**config.mk**
```make
export PLATFORM = sky130hd
export DESIGN_NAME = alu_sequencer_flat
export DESIGN_NICKNAME = d
export VERILOG_FILES = /design/src/rtl/alu_sequencer_if.sv /design/src/rtl/alu_sequencer.sv /design/src/flat_wrapper.sv
export SDC_FILE = /design/constraint.sdc
export NUM_CORES = 1
export LEC_CHECK = 0
export BUFFER_PORTS_ARGS = -buffer_cell sky130_fd_sc_hd__buf_4
export CAP_MARGIN = 30
export CORE_MARGIN = 8
export CORE_UTILIZATION = 33
export CTS_BUF_LIST = sky130_fd_sc_hd__clkbuf_8 sky130_fd_sc_hd__clkbuf_16
export DETAILED_ROUTE_END_ITERATION = 7
export GPL_TIMING_DRIVEN = 0
export PLACE_DENSITY = 0.52
export RECOVER_POWER = 50
export SETUP_SLACK_MARGIN = 0.4
export SYNTH_ARGS = -nofsm -noshare
export SYNTH_HDL_FRONTEND = slang
export SYNTH_SLANG_ARGS = --single-unit
```
**constraint.sdc**
```tcl
create_clock -name clk -period 1.8 [get_ports clk]
set_input_delay 0.09 -clock clk [delete_from_list [all_inputs] [get_ports clk]]
set_output_delay 0.09 -clock clk [all_outputs]
set_load 0.05 [all_outputs]
```
**src/rtl/alu_sequencer_if.sv**
```systemverilog
// Instruction handshake and ALU operand/result bus for the 8-bit CPU sequencer.
interface alu_sequencer_if;
  logic       instr_valid;
  logic [7:0] instr;
  logic       instr_ready;
  logic       alu_en;
  logic [2:0] alu_opcode;
  logic [3:0] alu_in_1;
  logic [3:0] alu_in_2;
  logic [3:0] alu_result;
  logic       done;
  logic [3:0] result;
  logic       zero;

  // Sequencer side: consumes instructions, owns every ALU input
  modport master (
    input  instr_valid, instr, alu_result,
    output instr_ready, alu_en, alu_opcode, alu_in_1, alu_in_2, done, result, zero
  );

  // Environment side: instruction source plus the registered ALU
  modport slave (
    output instr_valid, instr, alu_result,
    input  instr_ready, alu_en, alu_opcode, alu_in_1, alu_in_2, done, result, zero
  );
endinterface

```
**src/rtl/alu_sequencer.sv**
```systemverilog
// ALU sequencer: accepts one instruction, snapshots two operands from a
// 4x4 register file, issues a single enabled ALU operation, then reports
// the result and optionally writes it back. One instruction per 3 cycles.
module alu_sequencer (
  input  logic             clk,
  input  logic             rst_n,
  alu_sequencer_if.master  bus,
  input  logic             i_ld_en,
  input  logic [1:0]       i_ld_addr,
  input  logic [3:0]       i_ld_data,
  input  logic [1:0]       i_rd_addr,
  output logic [3:0]       o_rd_data
);

  typedef enum logic [1:0] {
    IDLE  = 2'd0,
    ISSUE = 2'd1,
    WB    = 2'd2
  } state_t;

  state_t     r_state;
  state_t     w_next_state;

  logic [3:0] r_rf [4];
  logic [1:0] r_rd;
  logic       r_wb;
  logic [2:0] r_alu_opcode;
  logic [3:0] r_alu_in_1;
  logic [3:0] r_alu_in_2;

  logic [2:0] w_opcode;
  logic [1:0] w_rd;
  logic [1:0] w_rs;
  logic       w_wb;
  logic       w_accept;

  assign w_opcode = bus.instr[7:5];
  assign w_rd     = bus.instr[4:3];
  assign w_rs     = bus.instr[2:1];
  assign w_wb     = bus.instr[0];
  assign w_accept = bus.instr_valid && (r_state == IDLE);

  assign o_rd_data = r_rf[i_rd_addr];

  // State register; reset aborts any instruction in flight
  always_ff @(posedge clk or negedge rst_n) begin
    if (!rst_n) begin
      r_state <= IDLE;
    end else begin
      r_state <= w_next_state;
    end
  end

  // Next-state: IDLE waits for an accept, ISSUE and WB last one cycle each
  always_comb begin
    w_next_state = r_state;
    case (r_state)
      IDLE:    if (w_accept) w_next_state = ISSUE;
      ISSUE:   w_next_state = WB;
      WB:      w_next_state = IDLE;
      default: w_next_state = IDLE;
    endcase
  end

  // Outputs decoded from state; result and zero are forced to 0 outside WB
  always_comb begin
    bus.instr_ready = 1'b0;
    bus.alu_en      = 1'b0;
    bus.done        = 1'b0;
    bus.result      = 4'd0;
    bus.zero        = 1'b0;
    case (r_state)
      IDLE: begin
        bus.instr_ready = 1'b1;
      end
      ISSUE: begin
        bus.alu_en = 1'b1;
      end
      WB: begin
        bus.done   = 1'b1;
        bus.result = bus.alu_result;
        bus.zero   = (bus.alu_result == 4'd0);
      end
      default: begin
        bus.instr_ready = 1'b0;
      end
    endcase
  end

  assign bus.alu_opcode = r_alu_opcode;
  assign bus.alu_in_1   = r_alu_in_1;
  assign bus.alu_in_2   = r_alu_in_2;

  // Datapath: operand snapshot on accept (old register values), then load
  // port write, then writeback, so writeback wins a same-register collision
  always_ff @(posedge clk or negedge rst_n) begin
    if (!rst_n) begin
      for (int i = 0; i < 4; i++) begin
        r_rf[i] <= 4'd0;
      end
      r_rd         <= 2'd0;
      r_wb         <= 1'b0;
      r_alu_opcode <= 3'd0;
      r_alu_in_1   <= 4'd0;
      r_alu_in_2   <= 4'd0;
    end else begin
      if (w_accept) begin
        r_rd         <= w_rd;
        r_wb         <= w_wb;
        r_alu_opcode <= w_opcode;
        r_alu_in_1   <= r_rf[w_rd];
        r_alu_in_2   <= r_rf[w_rs];
      end
      if (i_ld_en) begin
        r_rf[i_ld_addr] <= i_ld_data;
      end
      if ((r_state == WB) && r_wb) begin
        r_rf[r_rd] <= bus.alu_result;
      end
    end
  end

endmodule

```
**src/flat_wrapper.sv**
```systemverilog
// flat-port wrapper written by rule: the top's interface ports become plain ports
module alu_sequencer_flat 
  (clk, rst_n, i_ld_en, i_ld_addr, i_ld_data, i_rd_addr, o_rd_data, bus_instr_valid, bus_instr, bus_alu_result, bus_instr_ready, bus_alu_en, bus_alu_opcode, bus_alu_in_1, bus_alu_in_2, bus_done, bus_result, bus_zero);
  alu_sequencer_if bus_i ();
  input  logic clk;
  input  logic rst_n;
  input  logic i_ld_en;
  input  logic [1:0] i_ld_addr;
  input  logic [3:0] i_ld_data;
  input  logic [1:0] i_rd_addr;
  output logic [3:0] o_rd_data;
  input wire logic [$bits(bus_i.instr_valid)-1:0] bus_instr_valid;
  input wire logic [$bits(bus_i.instr)-1:0] bus_instr;
  input wire logic [$bits(bus_i.alu_result)-1:0] bus_alu_result;
  output wire logic [$bits(bus_i.instr_ready)-1:0] bus_instr_ready;
  output wire logic [$bits(bus_i.alu_en)-1:0] bus_alu_en;
  output wire logic [$bits(bus_i.alu_opcode)-1:0] bus_alu_opcode;
  output wire logic [$bits(bus_i.alu_in_1)-1:0] bus_alu_in_1;
  output wire logic [$bits(bus_i.alu_in_2)-1:0] bus_alu_in_2;
  output wire logic [$bits(bus_i.done)-1:0] bus_done;
  output wire logic [$bits(bus_i.result)-1:0] bus_result;
  output wire logic [$bits(bus_i.zero)-1:0] bus_zero;
  assign bus_i.instr_valid = bus_instr_valid;
  assign bus_i.instr = bus_instr;
  assign bus_i.alu_result = bus_alu_result;
  assign bus_instr_ready = bus_i.instr_ready;
  assign bus_alu_en = bus_i.alu_en;
  assign bus_alu_opcode = bus_i.alu_opcode;
  assign bus_alu_in_1 = bus_i.alu_in_1;
  assign bus_alu_in_2 = bus_i.alu_in_2;
  assign bus_done = bus_i.done;
  assign bus_result = bus_i.result;
  assign bus_zero = bus_i.zero;
  alu_sequencer u_core (.clk(clk), .rst_n(rst_n), .bus(bus_i), .i_ld_en(i_ld_en), .i_ld_addr(i_ld_addr), .i_ld_data(i_ld_data), .i_rd_addr(i_rd_addr), .o_rd_data(o_rd_data));
endmodule
```
Word-level counts from Yosys, hierarchy flattened
Cells that the tools add are included.
Widths: inputs -> output; s select.
- bits in registers: 32
- bits of input ports: 24
- word-level logic and storage cells: 55
- magnitude comparators: 7
- equal/unequal tests: 3
- multiplexer cells: 24
- bitwise operators: 5
- reductions and logical operators: 6
- operators by type and width (kind ; count):
    $mux 4 ; 9
    $bwmux 16 ; 2
    $mux 16 ; 2
    $bmux 4 s2 ; 3
    $demux 4 s2 ; 2
    $ge 3x3->1 const B ; 5
    $not 2->3 ; 5
    $lt 3x1->1 const B ; 2
    $logic_and 1x1->1 ; 4
    $logic_not 4->1 ; 1
    $mux 1 ; 4
    $pmux 2 s2 ; 1
    $eq 2x1->1 const B ; 1
    $eq 2x2->1 const B ; 1
    $logic_not 2->1 ; 1
    $mux 2 ; 1
    $ne 2x1->1 const B ; 1

Depth between registers and ports, before layout
Gate-level depths: netlist (run 1).
- depth in word-level cells: 9
- gate-level depth with buffers: 5
- mapped depth without buffers: 3

Least setup slack after synthesis (run 1)
OpenSTA, ideal clock, no wires.
- kind: reg2reg
- from: register u_core.r_state[1]
- to: register u_core.r_alu_in_1[3], in the netlist u_core.bus.alu_in_1[3]
- arrival: 1885 ps
- required time: 1675 ps
- path slack: -209 ps
- stages on the path, launching flop included: 6
- clock period less this slack: 2009 ps
- path through: dfrtp_1 -> nor2_1 -> and2_1 -> buf_6 -> buf_6 -> mux2_2
- cells in the longest elaborated chain, start to end: 2
- RTL lines (what ; RTL line ; RTL):
    start: declaration ; alu_sequencer.sv:21 ; state_t r_state;
    start signal: assignment ; alu_sequencer.sv:50 ; r_state <= w_next_state;
    $logic_not 2->1 ; alu_sequencer.sv:41 ; assign w_accept = bus.instr_valid && (r_state == IDLE);
    $logic_and 1x1->1 ; alu_sequencer.sv:41 ;
    end signal: assignment ; alu_sequencer.sv:111 ; r_alu_in_1 <= r_rf[w_rd];
    end: declaration ; alu_sequencer.sv:28 ; logic [3:0] r_alu_in_1;
Every way passes these cells.
A chain may end at the register's enable or synchronous reset.

Worst setup path in the final report (run 1)
- from: register u_core.r_rf[2] (netlist name)
- to: output o_rd_data[2]
- cells in the longest elaborated chain, start to end: 3
- RTL lines (what ; RTL line ; RTL):
    start: declaration ; alu_sequencer.sv:24 ; logic [3:0] r_rf [4];
    start signal: indexed assignment ; alu_sequencer.sv:115 ; r_rf[i_ld_addr] <= i_ld_data;
    start signal: indexed assignment ; alu_sequencer.sv:118 ; r_rf[r_rd] <= bus.alu_result;
    $bmux 4 s2 ; alu_sequencer.sv:43 ; assign o_rd_data = r_rf[i_rd_addr];
    $mux 4 (not written as such) (2 in series) ; alu_sequencer.sv:43 ;
    end: declaration ; flat_wrapper.sv:11 ; output logic [3:0] o_rd_data;
Every way passes these cells. The select of a mux whose other input is x is not followed.

==> run_results.csv, run 1 <==
group,metric,value,unit
critical_path,cp_slowest_cell,"mux4_2",
cts,clock-root-buffer,"clkbuf_8",
critical_path,crit_buf_inv,1,
floorplanning,die_x,90.5,µm
global_routing,grt_usage,0.114,
yosys,yosysWarnings,0,
critical_path,worstSetupPathType,"register to output port",
routing,detail-route-antenna-nets,0,
pwr,pwr-share-seq,0.339,
status,outcome,"complete, no violations",
worst_hold_path,hold_class,"input pin to register",
sta,maxSlewViolCount,0,
critical_path,cp_data_required_time,1.71,ns
global_routing,grt_pass1_wl,7310,µm
pwr,ir_drop,0.492,mV
sta,holdWs,0.0322,ns
floorplanning,die_h,90.5,µm
global_routing,antenna_found_initial,0,
sta,finalCriticalPeriod,1.46,ns
cts,clk_latency,0.29,ns
routing,viasPerCell,4.90,
routing,wl_per_cell,18.3,µm
sta,slew_headroom,0.467,
yosys,yosysUniqueCellTypes,19,
routing,drc,0,
routing,routed_wl,4580,µm
cts,cts_tree,"yes",
pwr,swShare,0.402,
finish,fin_util,0.468,
finish,area_growth,39.1,%
floorplanning,fp.coreArea,5440,µm²
routing,vias,1230,
sta,period_share,0.813,
yosys,synth_top_area_frac,0.437,
floorplanning,row_count,27,
run,cap_violations,0,
floorplanning,dieArea,8190,µm²
critical_path,critPathCaptureType,"output port",
yosys,async_flop_share,1.00,
cts,cts.sinks,32,
place,place.port_buffers,46,
yosys,syn_area_per_cell,16.2,µm²
critical_path,crit_fanout,4,
global_routing,grt_pass1_vias,1375,
routing,drtIter0Drc,40,
cts,clk_pin_slew_worst_paths,0.07,ns
yosys,synth_cells,113,
pwr,pwr-share-comb,0.500,
critical_path,cp_cell_sequence,"mux4_2 > buf_6",
cts,clockBufferDepth,2,
place,gp_congestion,0.767,
place,post-place-ws,0.369,ns
pwr,leakage,1.11,nW
sta,max_freq,0.683,GHz
yosys,yosys-top-cells-area,"dfrtp_1 44%, mux2_2 22%, mux4_2 15%",
pwr,pwr-share-clk,0.161,
sta,fin_ws,0.336,ns
floorplanning,io_pins,47,
pwr,p_sw,1.40,mW
global_routing,grt_max_degree,33,
sta,setup_viol,0,
finish,register_area,802,µm²
floorplanning,start_util,0.337,
finish,multi_input_area,1060,µm²
critical_path,worst_path_largest_cell_delay,0.49,ns
finish,drive_gt1_frac,0.676,
finish,nFillCells,527,
critical_path,critical-path-top-delay-family,"multiplexers",
yosys,synth_edf_count,0,
yosys,netlist.top_cell.by_area,"dfrtp_1",
critical_path,arrival,1.37,ns
finish,final_common_cell,"buf_4",
yosys,netlist_area,1830,µm²
finish,fin_nets,202,
yosys,ys_ff_latch,32,
yosys,syn_nets,137,
sta,rsz0062_at_grt,"true",
sta,setup_tns,0,ns
pwr,p_int,2.09,mW
yosys,ys_seq_area_frac,0.437,
global_routing,overflow,0,
yosys,synthFlopType,"dfrtp_1",
finish,layout_common_cells,"34 x buf_4, 31 x mux2_2, 31 x dfrtp_1, 12 x mux4_2, 12 x mux2_4",
sta,skew,0.00629,ns
critical_path,cp-start-kind,"register",
sta,hold_viol,0,
sta,worstMarginPinSlew,0.800,ns
finish,antennaDiodeCount,0,
routing,firstDrtPassIters,4,
cts,cts_buffers,5,
cts,cts_htree_levels,2,
pwr,power_density,1370,nW/µm²
==> layer usage <==
| metal | vias up | track usage | part of all wire | routed length [µm] |
|---|---|---|---|---|
| met5 | - | 0 | 0 | 0 |
| met4 | 0 | 0.0333 | 0.012 | 54 |
| met3 | 6 | 0.0424 | 0.058 | 267 |
| met2 | 41 | 0.180 | 0.47 | 2180 |
| met1 | 609 | 0.141 | 0.46 | 2090 |
| li1 | 574 | - | - | - |
==> power groups by stage <==
stage / sequential [mW] / clock (mW) / combinational (mW)
finish: 1.18 / 0.562 / 1.75
global route: 1.22 / 0.619 / 1.85
CTS: 1.19 / 0.579 / 1.82
floorplan: 1.54 / 0 / 0.831
global placement: 1.20 / 0 / 1.62
detailed placement: 1.22 / 0 / 1.63
==> state kept, by name, summed over array words and instances, names as in the netlist <==
name and flops:
u_core.bus.alu_in_2 4, u_core.r_state 2, u_core.r_rf 16, u_core.r_wb 1, u_core.bus.alu_in_1 4, u_core.bus.alu_opcode 3, u_core.r_rd 2
==> cells in the mapped netlist (all sizes together), types with 2 or more instances <==
library cell and n:
nor2b 2, nand4b 2, dfrtp 32, mux4 12, nor2 2, buf 3
mux2 46, nand3b 2, and2 5
==> final timing paths <==
kind | from | end | slack [ns] | cells past startpoint
setup / recovery | u_core.r_rf[2]$_DFF_PN0_ | o_rd_data[2] | 0.34 | 2
hold / removal | bus_instr[0] | u_core.r_wb$_DFFE_PN0P_ | 0.03 | 2
setup reg to reg | u_core.r_state[0]$_DFFE_PN0P_ | u_core.r_rf[12]$_DFF_PN0_ | 0.35 | 5
hold reg to reg | u_core.bus.alu_opcode[2]$_DFFE_PN0P_ | u_core.bus.alu_opcode[2]$_DFFE_PN0P_ | 0.51 | 1
max in group asynchronous | rst_n | u_core.r_state[0]$_DFFE_PN0P_ | 0.81 | 2
min in group asynchronous | rst_n | u_core.r_rf[14]$_DFF_PN0_ | 0.42 | 2
==> area by class of cell <==
class	instances	area share
well taps	72	0.0354
clock inverters	2	0.00295
flip-flops and latches	32	0.315
repair buffers	58	0.181
clock buffers	6	0.0324
multi-input cells	78	0.415
plain buffers	3	0.0182
==> stage by stage <==
stage	instances	cell area [µm²]	power (mW)
2_1_floorplan	113	1870	2.37
3_3_place_gp	231	2310	2.83
3_5_place_dp	231	2310	2.86
4_1_cts	250	2540	3.58
5_1_grt	251	2550	3.69
6_report	251	2550	3.49
==> cells by family after synthesis <==
| logic type | Yosys count | share of synthesized area |
|---|---|---|
| muxes | 58 | 0.439 |
| DFF | 32 | 0.437 |
| and+or+nand+nor | 20 | 0.107 |
| buffers and inverters | 3 | 0.0164 |
==> timing repair <==
item | 4_1_cts | 5_1_grt
pin swaps | 0 | 0
endpoints found under the setup margin | 20 | 35
hold buffers | 1 | 0
gates resized for setup | 13 | 7
endpoints found under the hold margin | 32 | 0
setup buffers | 10 | 0
gates cloned | 0 | 1
(Power assumes the default switching activity.)
==> run 2: changes to the inputs <==
==> constraint.sdc (replaced) <==
create_clock -name clk -period 1.5 [get_ports clk]
set_input_delay 0.075 -clock clk [delete_from_list [all_inputs] [get_ports clk]]
set_output_delay 0.075 -clock clk [all_outputs]
set_load 0.05 [all_outputs]
==> run_results.csv, run 2 (synthesis results as in run 1) <==
group,metric,value,unit
status,outcome,"complete, no violations",
finish,area_growth,50.3,%
critical_path,worstSetupPathType,"register to register",
routing,drc,0,
critical_path,worst_path_largest_cell_delay,0.42,ns
finish,top_register,"u_core.r_rf",
critical_path,crit_fanout,5,
pwr,ir_drop,0.884,mV
routing,wl_per_cell,19.2,µm
floorplanning,die_x,90.5,µm
sta,setup_viol,0,
routing,viasPerCell,4.94,
finish,layout_common_cells,"39 x buf_4, 32 x dfrtp_1, 26 x mux2_2, 17 x mux2_4, 14 x buf_6",
routing,vias,1313,
cts,clock-root-buffer,"clkbuf_8",
sta,rsz0062_at_grt,"true",
critical_path,critPathCaptureType,"register",
critical_path,arrival,1.63,ns
finish,final_common_cell,"buf_4",
critical_path,cp_slowest_cell,"dfrtp_1",
cts,cts_tree,"yes",
cts,clk_latency,0.29,ns
sta,worstMarginPinSlew,0.812,ns
sta,finalCriticalPeriod,1.46,ns
sta,period_share,0.970,
global_routing,antenna_found_initial,0,
cts,cts.sinks,32,
floorplanning,io_pins,47,
critical_path,cp_cell_sequence,"buf_6 > nor2_4 > and2_4 > buf_8 > clkbuf_16 > mux2_4",
place,hpwl,3510,µm
floorplanning,row_count,27,
cts,clk_pin_slew_worst_paths,0.07,ns
finish,fin_nets,217,
global_routing,grt_pass1_wl,8100,µm
sta,hold_viol,0,
critical_path,cp_data_required_time,1.67,ns
floorplanning,dieArea,8190,µm²
finish,drive_gt1_frac,0.732,
sta,slew_headroom,0.459,
global_routing,grt_max_degree,33,
routing,detail-route-antenna-nets,0,
place,place.port_buffers,46,
critical_path,reg2regPathDepth,6,
sta,setup_tns,0,ns
floorplanning,start_util,0.337,
finish,antennaDiodeCount,0,
sta,max_freq,0.687,GHz
sta,maxSlewViolCount,0,
pwr,power_density,1610,nW/µm²
pwr,leakage,1.23,nW
global_routing,overflow,0,
place,post-place-ws,0.0245,ns
worst_hold_path,hold_class,"input pin to register",
routing,routed_wl,5110,µm
routing,firstDrtPassIters,4,
sta,fin_ws,0.0445,ns
cts,cts_htree_levels,2,
floorplanning,die_h,90.5,µm
worst_hold_path,whs_path_depth,2,
routing,drtIter0Drc,42,
cts,cts_buffers,5,
critical_path,cp-start-kind,"register",
floorplanning,fp.coreArea,5440,µm²
global_routing,grt_usage,0.126,
cts,clockBufferDepth,2,
global_routing,grt_pass1_vias,1441,
sta,skew,0.0105,ns
finish,largest_reg_flops,16,
run,cap_violations,0,
place,gp_congestion,0.738,
[run 2: stage by stage]
stage                      util  hold WS, ns  area (µm²)  cells  power [mW]
after floorplan               -       -0.221        1890    113        2.86
after global placement    0.427       0.0402        2320    231        3.41
after detailed placement  0.427       0.0499        2320    231        3.45
after CTS                 0.496      0.00323        2700    263        4.49
after global routing      0.506       0.0114        2750    266        4.66
final                     0.506       0.0145        2750    266        4.44
[run 2: worst paths after layout]
check | startpoint | end | slack (ns)
setup / recovery | u_core.r_state[0]$_DFFE_PN0P_ | u_core.bus.alu_in_1[3]$_DFFE_PN0P_ | 0.04
hold / removal | bus_instr[6] | u_core.bus.alu_opcode[1]$_DFFE_PN0P_ | 0.01
setup reg to reg | u_core.r_state[0]$_DFFE_PN0P_ | u_core.bus.alu_in_1[3]$_DFFE_PN0P_ | 0.04
hold reg to reg | u_core.bus.alu_opcode[1]$_DFFE_PN0P_ | u_core.bus.alu_opcode[1]$_DFFE_PN0P_ | 0.51
max in group asynchronous | rst_n | u_core.bus.alu_in_2[2]$_DFFE_PN0P_ | 0.56
min in group asynchronous | rst_n | u_core.r_rf[6]$_DFF_PN0_ | 0.42
[run 2: where the power goes]
| part | internal (mW) | total, mW | switching, mW |
|---|---|---|---|
| clock network | 0.366 | 0.700 | 0.334 |
| logic | 1.14 | 2.32 | 1.19 |
| registers | 1.16 | 1.42 | 0.255 |
| total | 2.66 | 4.44 | 1.78 |
[run 2: critical path: cells and delay by family (launching register included)]
kind,cells,cell delay [ns]
flops,1,0.42
buf+inv,3,0.41
mux,1,0.29
simple gates,2,0.23
[run 2: metal layers]
layer,global-route usage,vias up,part of all wire
met5,0,-,0
met4,0.0416,0,0.012
met3,0.0424,6,0.060
met2,0.176,45,0.45
met1,0.177,661,0.48
li1,-,601,-
[run 2: final cells by class]
class / instances / area [µm²]
Sequential cell: 32 / 801
Clock inverter: 2 / 10.0
Tap cell: 72 / 90.1
Timing Repair Buffer: 73 / 632
Multi-Input combinational cell: 78 / 1090
Fill cell: 495 / 2690
Clock buffer: 6 / 82.6
Buffer: 3 / 46.3
[run 2: repair_timing]
action / CTS / global route
pin swaps: 4 / 1
hold buffers: 1 / 0
hold endpoints to repair: 32 / 0
buffers inserted: 22 / 2
endpoints found under the setup margin: 42 / 43
gates resized for setup: 24 / 14
gates cloned: 1 / 1
